==> config.mk <==
export PLATFORM = sky130hd
export DESIGN_NAME = midi_message_decoder
export DESIGN_NICKNAME = d
export VERILOG_FILES = /design/src/rtl/midi_message_decoder.sv
export SDC_FILE = /design/constraint.sdc
export NUM_CORES = 1
export LEC_CHECK = 0
export BUFFER_PORTS_ARGS = -buffer_cell sky130_fd_sc_hd__buf_2
export CAP_MARGIN = 20
export CELL_PAD_IN_SITES_DETAIL_PLACEMENT = 0
export CELL_PAD_IN_SITES_GLOBAL_PLACEMENT = 2
export CORE_ASPECT_RATIO = 1.1
export CORE_MARGIN = 8
export CORE_UTILIZATION = 36
export DETAILED_ROUTE_END_ITERATION = 6
export PLACE_DENSITY = 0.86
export SYNTH_ARGS = -nofsm -noshare
export SYNTH_HDL_FRONTEND = slang
export SYNTH_SLANG_ARGS = --single-unit
==> constraint.sdc <==
create_clock -name clock -period 2.1 [get_ports clock]
set_input_delay 0.21 -clock clock [delete_from_list [all_inputs] [get_ports clock]]
set_output_delay 0.21 -clock clock [all_outputs]
set_load 0.01 [all_outputs]
==> src/rtl/midi_message_decoder.sv <==
// midi_message_decoder: MIDI byte-stream decoder with running status, channel
// mask filtering, controller range filtering, SysEx skipping and error flagging.
// Optional feature macro: MIDI_RUNNING_STATUS_EN (keep type/channel after a
// completed message so further data bytes start a new message of that type).

package MIDI;
   typedef enum logic {
      OFF = 1'b0,
      ON  = 1'b1
   } note_status_t;

   typedef struct packed {
      note_status_t status;
      logic [6:0]   note;
      logic [6:0]   velocity;
   } note_change_t;

   typedef struct packed {
      logic [6:0] controller;
      logic [6:0] value;
   } control_change_t;

   // Controller numbers handled by the voice/parameter logic
   localparam logic [6:0] TEMPO     = 7'd21;
   localparam logic [6:0] RESONANCE = 7'd22;
   localparam logic [6:0] CUTOFF    = 7'd23;
   localparam logic [6:0] ATTACK    = 7'd24;
   localparam logic [6:0] DECAY     = 7'd25;
   localparam logic [6:0] SUSTAIN   = 7'd26;
   localparam logic [6:0] RELEASE   = 7'd27;
   localparam logic [6:0] VOLUME    = 7'd28;

   // Channel message types (upper nibble of the status byte)
   localparam logic [3:0] NOTE_OFF            = 4'h8;
   localparam logic [3:0] NOTE_ON             = 4'h9;
   localparam logic [3:0] POLYPHONIC_PRESSURE = 4'hA;
   localparam logic [3:0] CONTROL_CHANGE      = 4'hB;
   localparam logic [3:0] PROGRAM_CHANGE      = 4'hC;
   localparam logic [3:0] CHANNEL_PRESSURE    = 4'hD;
   localparam logic [3:0] PITCH_BEND          = 4'hE;
endpackage

module midi_message_decoder #(
   parameter logic [15:0] CHANNEL_MASK = 16'hFFFF,
   parameter logic [6:0]  CC_MIN       = 7'd21,
   parameter logic [6:0]  CC_MAX       = 7'd28
) (
   input  logic                   clock,
   input  logic                   reset,
   input  logic                   byte_valid,
   input  logic [7:0]             byte_data,
   output logic                   note_valid,
   output MIDI::note_change_t     note,
   output logic [3:0]             note_channel,
   output logic                   cc_valid,
   output MIDI::control_change_t  cc,
   output logic [3:0]             cc_channel,
   output logic                   error
);

   typedef enum logic [1:0] {
      IDLE    = 2'd0,
      WAIT_D1 = 2'd1,
      WAIT_D2 = 2'd2,
      SKIP    = 2'd3
   } state_t;

`ifdef MIDI_RUNNING_STATUS_EN
   localparam state_t DONE_STATE = WAIT_D1;
`else
   localparam state_t DONE_STATE = IDLE;
`endif

   state_t                 state_r, state_s;
   logic [3:0]             type_r, type_s;
   logic [3:0]             channel_r, channel_s;
   logic [6:0]             data1_r, data1_s;
   logic                   note_valid_s;
   MIDI::note_change_t     note_s;
   logic [3:0]             note_channel_s;
   logic                   cc_valid_s;
   MIDI::control_change_t  cc_s;
   logic [3:0]             cc_channel_s;
   logic                   error_s;

   // Next-state and next-output decode of the incoming byte
   always_comb begin
      state_s        = state_r;
      type_s         = type_r;
      channel_s      = channel_r;
      data1_s        = data1_r;
      note_valid_s   = 1'b0;
      note_s         = note;
      note_channel_s = note_channel;
      cc_valid_s     = 1'b0;
      cc_s           = cc;
      cc_channel_s   = cc_channel;
      error_s        = 1'b0;

      if (!byte_valid) begin
         // no byte this cycle: everything holds
      end else if (byte_data[7:3] == 5'b11111) begin
         // real-time byte: invisible to the parser
      end else if (byte_data[7:4] == 4'hF) begin
         // system common (incl. SysEx): drop running status until next status
         state_s   = SKIP;
         type_s    = 4'h0;
         channel_s = 4'h0;
         data1_s   = 7'd0;
      end else if (byte_data[7]) begin
         // channel status: abandons any message in progress
         state_s   = WAIT_D1;
         type_s    = byte_data[7:4];
         channel_s = byte_data[3:0];
         data1_s   = 7'd0;
      end else begin
         case (state_r)
            IDLE: begin
               error_s = 1'b1;
            end
            WAIT_D1: begin
               data1_s = byte_data[6:0];
               if ((type_r == MIDI::PROGRAM_CHANGE) || (type_r == MIDI::CHANNEL_PRESSURE)) begin
                  state_s = DONE_STATE;
               end else begin
                  state_s = WAIT_D2;
               end
            end
            WAIT_D2: begin
               state_s = DONE_STATE;
               if (!CHANNEL_MASK[channel_r]) begin
                  // masked channel: parsed and discarded
               end else begin
                  case (type_r)
                     MIDI::NOTE_ON: begin
                        note_valid_s    = 1'b1;
                        note_s.status   = (byte_data[6:0] != 7'd0) ? MIDI::ON : MIDI::OFF;
                        note_s.note     = data1_r;
                        note_s.velocity = byte_data[6:0];
                        note_channel_s  = channel_r;
                     end
                     MIDI::NOTE_OFF: begin
                        note_valid_s    = 1'b1;
                        note_s.status   = MIDI::OFF;
                        note_s.note     = data1_r;
                        note_s.velocity = byte_data[6:0];
                        note_channel_s  = channel_r;
                     end
                     MIDI::CONTROL_CHANGE: begin
                        if ((data1_r >= CC_MIN) && (data1_r <= CC_MAX)) begin
                           cc_valid_s       = 1'b1;
                           cc_s.controller  = data1_r;
                           cc_s.value       = byte_data[6:0];
                           cc_channel_s     = channel_r;
                        end else begin
                           // controller outside the forwarded range
                        end
                     end
                     default: begin
                        // polyphonic pressure and pitch bend are discarded
                     end
                  endcase
               end
            end
            SKIP: begin
               // SysEx payload or system common data: silently skipped
            end
            default: begin
               state_s = IDLE;
            end
         endcase
      end
   end

   // Parser state and registered record outputs
   always_ff @(posedge clock or posedge reset) begin
      if (reset) begin
         state_r      <= IDLE;
         type_r       <= 4'h0;
         channel_r    <= 4'h0;
         data1_r      <= 7'd0;
         note_valid   <= 1'b0;
         note         <= '{status: MIDI::OFF, note: 7'd0, velocity: 7'd0};
         note_channel <= 4'h0;
         cc_valid     <= 1'b0;
         cc           <= '{controller: 7'd0, value: 7'd0};
         cc_channel   <= 4'h0;
         error        <= 1'b0;
      end else begin
         state_r      <= state_s;
         type_r       <= type_s;
         channel_r    <= channel_s;
         data1_r      <= data1_s;
         note_valid   <= note_valid_s;
         note         <= note_s;
         note_channel <= note_channel_s;
         cc_valid     <= cc_valid_s;
         cc           <= cc_s;
         cc_channel   <= cc_channel_s;
         error        <= error_s;
      end
   end

endmodule

After elaboration in Yosys (flattened, before gate mapping)
Memory sizes are Yosys's and may differ from the RTL's.
Index checks and enable logic that the tools add are counted.
{"block": "word_totals", "elab_cells": 79, "register_bits": 57, "in_bits": 11, "output_inout_bits": 40, "rom_bits": 16, "n_memories": 1}
{"memory": "(no name shown)", "depth": 16, "word_bits": 1, "read_ports": 1, "rd_ports_with_merged_regs": 0, "wr": 0, "line": "131", "text": "if (!CHANNEL_MASK[channel_r]) begin"}
{"block": "classes", "n_mux": 34, "reduce_logical": 15, "magnitude_cmp": 3, "eq_ne": 9, "bitwise": 3}
{"op": "15-bit case mux with 2 select lines", "n": 1}
{"op": "4-bit equality test, second input constant", "n": 6}
{"op": "1-bit two-way mux", "n": 22}
{"op": "7-bit two-way mux", "n": 3}
{"op": "4-bit two-way mux", "n": 4}
{"op": "7-bit AND reduction", "n": 2}
{"op": "3-bit AND reduction", "n": 3}
{"op": "8-bit AND reduction", "n": 1}
{"op": "7-bit by 5-bit >= comparator with 1-bit output, second input constant", "n": 1}
{"op": "7-bit by 5-bit <= comparator with 1-bit output, second input constant", "n": 1}
{"op": "7-bit nonzero test", "n": 1}
{"op": "2-bit two-way mux", "n": 3}
{"op": "5-bit equality test, second input constant", "n": 1}
{"op": "4-bit by 5-bit < comparator with 1-bit output, second input constant", "n": 1}
{"op": "2-bit case mux with 2 select lines", "n": 1}
{"op": "2-bit nonzero test", "n": 2}
{"op": "4-bit nonzero test", "n": 1}
{"op": "1-bit NOT", "n": 3}
{"op": "3-bit nonzero test", "n": 1}
{"op": "2-bit by 1-bit equality test with 1-bit output, second input constant", "n": 1}
{"op": "2-bit equality test, second input constant", "n": 1}
{"op": "2-bit zero test", "n": 1}
{"op": "2-bit OR reduction", "n": 1}
{"op": "1-bit logical AND", "n": 1}
{"op": "1-bit logical OR", "n": 1}

Longest topological paths before layout
{"block": "depth", "ltp_word": 10, "mapped_depth": 6, "mapped_depth_nobuf": 6}

Worst setup path after synthesis
No wires, ideal clock.
{"block": "synth_path", "path_kind": "register -> register", "start": "reg state_r[0]", "end": "reg cc[2] (netlist bit)", "path_stages_with_launch": 7, "required_time_ps": 1975, "setup_time_ps": 125, "t_arrival_ps": 1634, "period_less_slack_ps": 1759, "setup_slack_ps": 341, "path_buffers": 1, "cell_sequence": "dfrtp_1 -> inv_1 -> ha_1 -> nand3b_4 -> nor3_4 -> buf_8 -> mux2_4"}
{"block": "synth_via", "elab_chain_len": 2}
{"item": "start, declared", "line": "74", "text": "state_t state_r, state_s;"}
{"item": "start signal, assigned", "line": "190", "text": "state_r <= state_s;"}
{"item": "2-bit equality test", "line": "117", "text": "case (state_r)"}
{"item": "8-bit AND reduction (no source line)"}
{"item": "end signal, assigned", "line": "186", "text": "cc <= '{controller: 7'd0, value: 7'd0};"}
{"item": "end signal, assigned", "line": "198", "text": "cc <= cc_s;"}
{"item": "end, declared", "line": "56", "text": "output MIDI::control_change_t cc,"}
No other way between the ends.
A chain may end at the register's enable or synchronous reset.

Final worst setup path
{"block": "layout_path", "start": "reg state_r[0]", "end": "reg note[11] (netlist bit)"}
{"block": "layout_via", "elab_chain_len": 2}
{"item": "2-bit equality test", "line": "117"}
{"item": "7-bit AND reduction (no source line)"}
{"item": "end signal, assigned", "line": "183", "text": "note <= '{status: MIDI::OFF, note: 7'd0, velocity: 7'd0};"}
{"item": "end signal, assigned", "line": "195", "text": "note <= note_s;"}
{"item": "end, declared", "line": "53", "text": "output MIDI::note_change_t note,"}
No other way between the ends.

==> results.cfg <==
[setup_path]
crit_path_max_incr_delay_ns = 0.41
regToRegSetupSlack_ns = 0.32
critical_path.cell_chain = inv_1, ha_1, nand3b_4, nand3b_1, buf_4, mux2_2
r2r.worst_path.cells = 6
critical_path.reg2reg.endpoint = note[11]$_DFFE_PP0P_
cpMaxStageDelayCell = sky130_fd_sc_hd__dfrtp_1
worst-setup-path-type = reg2reg
worst_ep_arrival_time_ns = 1.99
start_kind = register
timing.critical_path.fanout_max = 9
timing.rr.start = state_r[0]$_DFFE_PP0P_
timing.critical_path.max_delay_family = simple AND/OR/NAND/NOR gates
critPathBufInv = 2
worst_ep_required_time_ns = 2.31
critPathCaptureType = register

[yosys]
post-synth-top-area-cell = sky130_fd_sc_hd__dfrtp_1
synth.cell_area_um2 = 2320
synthTopCellsByCount = 57 x sky130_fd_sc_hd__dfrtp_1, 27 x sky130_fd_sc_hd__mux2_2, 19 x sky130_fd_sc_hd__nand2_1, 12 x sky130_fd_sc_hd__o21ai_0
netlist_instances = 171
synth.yosys.warnings = 0
top_cells_by_area_in_the_synthesized_netlist = sky130_fd_sc_hd__dfrtp_1 62%, sky130_fd_sc_hd__mux2_2 13%, sky130_fd_sc_hd__mux2_4 3.9%
ys_seq_area_frac = 0.616
synth_flop_cell = sky130_fd_sc_hd__dfrtp_1
ys_async_sr_fraction = 1.00
yosys_register_bits = 57
area_share_of_the_largest_cell_type_after_synthesis = 0.616
synth_edf_count = 0
synth.avg_cell_area_um2 = 13.5
synth_fp_nets = 185
synth_cell_type_count = 29
library_cell_with_the_highest_instance_count_after_synthesis = sky130_fd_sc_hd__dfrtp_1

[detailed_routing]
first_iter_violations = 66
wl_per_cell_um = 16.5
drt_first_pass_iters = 4
drt_drc_violations_left = 0
detail-route-antenna-nets = 0
drt-total-wl_mm = 5.18
via_count = 1542
route.detailed.vias_per_inst = 4.90

[timing]
fmax_mhz = 563
finalCritPeriodShare = 0.846
timing.final.max_slew_violations = 0
setup_skew_after_layout_ns = 0.00676
maxSlewHeadroom = 0.651
finalSetupViolCount = 0
timing_hold_violations_final = 0
grt_setup_unrepaired = false
worst_pin_slew_ns = 0.522
timing.setup.tns_ns = 0
fin_crit_ns = 1.78
fin_hold_ws_ns = 0.179

[clocking]
clock_sinks = 57
clock_insertion_delay_worst_skew_ns = 0.33
cts_resized = 0
htree_num_levels = 3
cts_inserted_buffers = 9
ctsHoldBuffers = 1
cts.path.max_buffers = 2
cts.reportedPaths.clkPinSlew_ns = 0.07
cts_tree = yes
clock-root-buffer = sky130_fd_sc_hd__clkbuf_8
cts_setup_buffers = 0

[power]
cellLeakagePower_nw = 1.57
worst_ir_drop_vdd_mv = 0.612
power-per-cell-area_nw_per_um2 = 1100

[placement]
place.detailed.hpwl_mm = 3.64
numPortBuffers = 50
gp_congestion = 0.751

[flow_run]
maxCapViolCount = 0

[layout]
filler_cell_count = 582
flow.area_growth_from_synthesis_pct = 25.7
ant_cells = 0
share_of_post_route_cells_with_drive_strength_above_1 = 0.455
finalCoreUtilization = 0.470
num-nets-final = 244

[floorplanning]
total_i_o_pin_count = 51
die_height_um = 100
die_width_um = 92.5
core_area_um2 = 6190
design.die.area_um2 = 9260
initial_core_utilization = 0.374
num_rows = 30

[global_route]
grt_use_met1 = 0.149
antenna_found_initial = 0
grt_pass1_wl_mm = 8.91
grt_max_degree = 58
grt.met3_usage = 0.0560
busiest_layer = met2
overflow = 0
grt_use_met2 = 0.184
grt.total_usage = 0.123
vias_in_the_first_global_route = 1716

[hold_path]
hp_start = byte_data[2]
timing.hold.worst_endpoint = data1_r[2]$_DFFE_PP0P_
worst_hold_depth = 3
hold_path.class = in2reg

[outcome]
run_status = finished clean
-- registers in the layout, summed over array words and instances, names as in the netlist, 2 cells and up --
| name | cells |
|---|---|
| type_r | 4 |
| note | 15 |
| data1_r | 7 |
| note_channel | 4 |
| channel_r | 4 |
| state_r | 2 |
| cc_channel | 4 |
| cc | 14 |
-- layout by cell type (no fill, tap or decap), drive strengths merged --
cell type	Yosys	layout
a21oi	6	6
nor3	1	1
nor4bb	1	1
dfrtp	57	57
bufinv	0	2
o22a	1	1
and2	2	2
nand3	2	2
a311o	1	1
and3	1	1
o41ai	1	1
nor2	3	3
mux2	33	33
nand2	19	19
nor2b	3	3
o21ai	12	12
a22o	6	6
or2	1	1
clkinv	0	3
clkbuf	3	11
xor2	1	1
mux2i	1	1
buf	4	54
dlygate4sd3	0	1
inv	6	6
nand3b	2	2
or4	1	1
ha	3	3
-- how the worst max path moves through the flow --
stage / from / to / slack (ns) / cells after the start
4_1_cts: state_r[0]$_DFFE_PP0P_ / note[11]$_DFFE_PP0P_ / 0.31 / 6
5_1_grt: data1_r[5]$_DFFE_PP0P_ / cc_channel[3]$_DFFE_PP0P_ / 0.20 / 5
2_1_floorplan: state_r[0]$_DFFE_PP0P_ / cc[2]$_DFFE_PP0P_ / 0.34 / 6
3_5_place_dp: state_r[0]$_DFFE_PP0P_ / note[8]$_DFFE_PP0P_ / 0.33 / 6
6_report: state_r[0]$_DFFE_PP0P_ / note[11]$_DFFE_PP0P_ / 0.32 / 6
3_3_place_gp: data1_r[5]$_DFFE_PP0P_ / cc_channel[1]$_DFFE_PP0P_ / 0.37 / 5
-- per-layer routing --
layer  vias up  wire length, um
met5         -                0
met4         0               85
met3         8              404
met2        49             2310
met1       761             2380
li1        724                -
-- worst reg2reg max path, cell delays in order (launching register included) --
cell,delay [ns]
sky130_fd_sc_hd__dfrtp_1,0.41
sky130_fd_sc_hd__inv_1,0.09
sky130_fd_sc_hd__ha_1,0.21
sky130_fd_sc_hd__nand3b_4,0.10
sky130_fd_sc_hd__nand3b_1,0.31
sky130_fd_sc_hd__buf_4,0.27
sky130_fd_sc_hd__mux2_2,0.28
-- per-stage QoR --
stage          setup WS [ns]  total power, mW  cells  area [um2]
3_3_place_gp           0.375             2.10    298        2680
5_1_grt                0.198             3.39    315        2910
6_report               0.323             3.20    315        2910
3_5_place_dp           0.326             2.11    298        2680
4_1_cts                0.310             3.26    315        2910
2_1_floorplan          0.341             1.83    171        2320
-- cells by family after synthesis --
logic type      count (synthesis)  share of synthesized area
xor+xnor                        1                    0.00378
simple gates                   36                     0.0886
compound gates                 27                     0.0735
buf+inv                        13                     0.0275
flops                          57                      0.616
fa+ha+maj                       3                     0.0162
mux                            34                      0.175
-- area by class of cell --
type / instances / area, um2 / area share
repair buffers: 55 / 315 / 0.108
multi-input cells: 101 / 826 / 0.284
clock inverters: 5 / 78.8 / 0.0271
well taps: 80 / 100 / 0.0344
inverters: 6 / 22.5 / 0.00774
flip-flops and latches: 57 / 1430 / 0.490
clock buffers: 11 / 141 / 0.0486
-- where the power goes --
group          internal, mW  switching, mW  leakage (nW)
Combinational         0.301          0.319         0.698
Clock                 0.698          0.424         0.113
Sequential             1.31          0.143         0.757
Total                  2.31          0.887          1.57
Power figures use the tool's default switching activity.
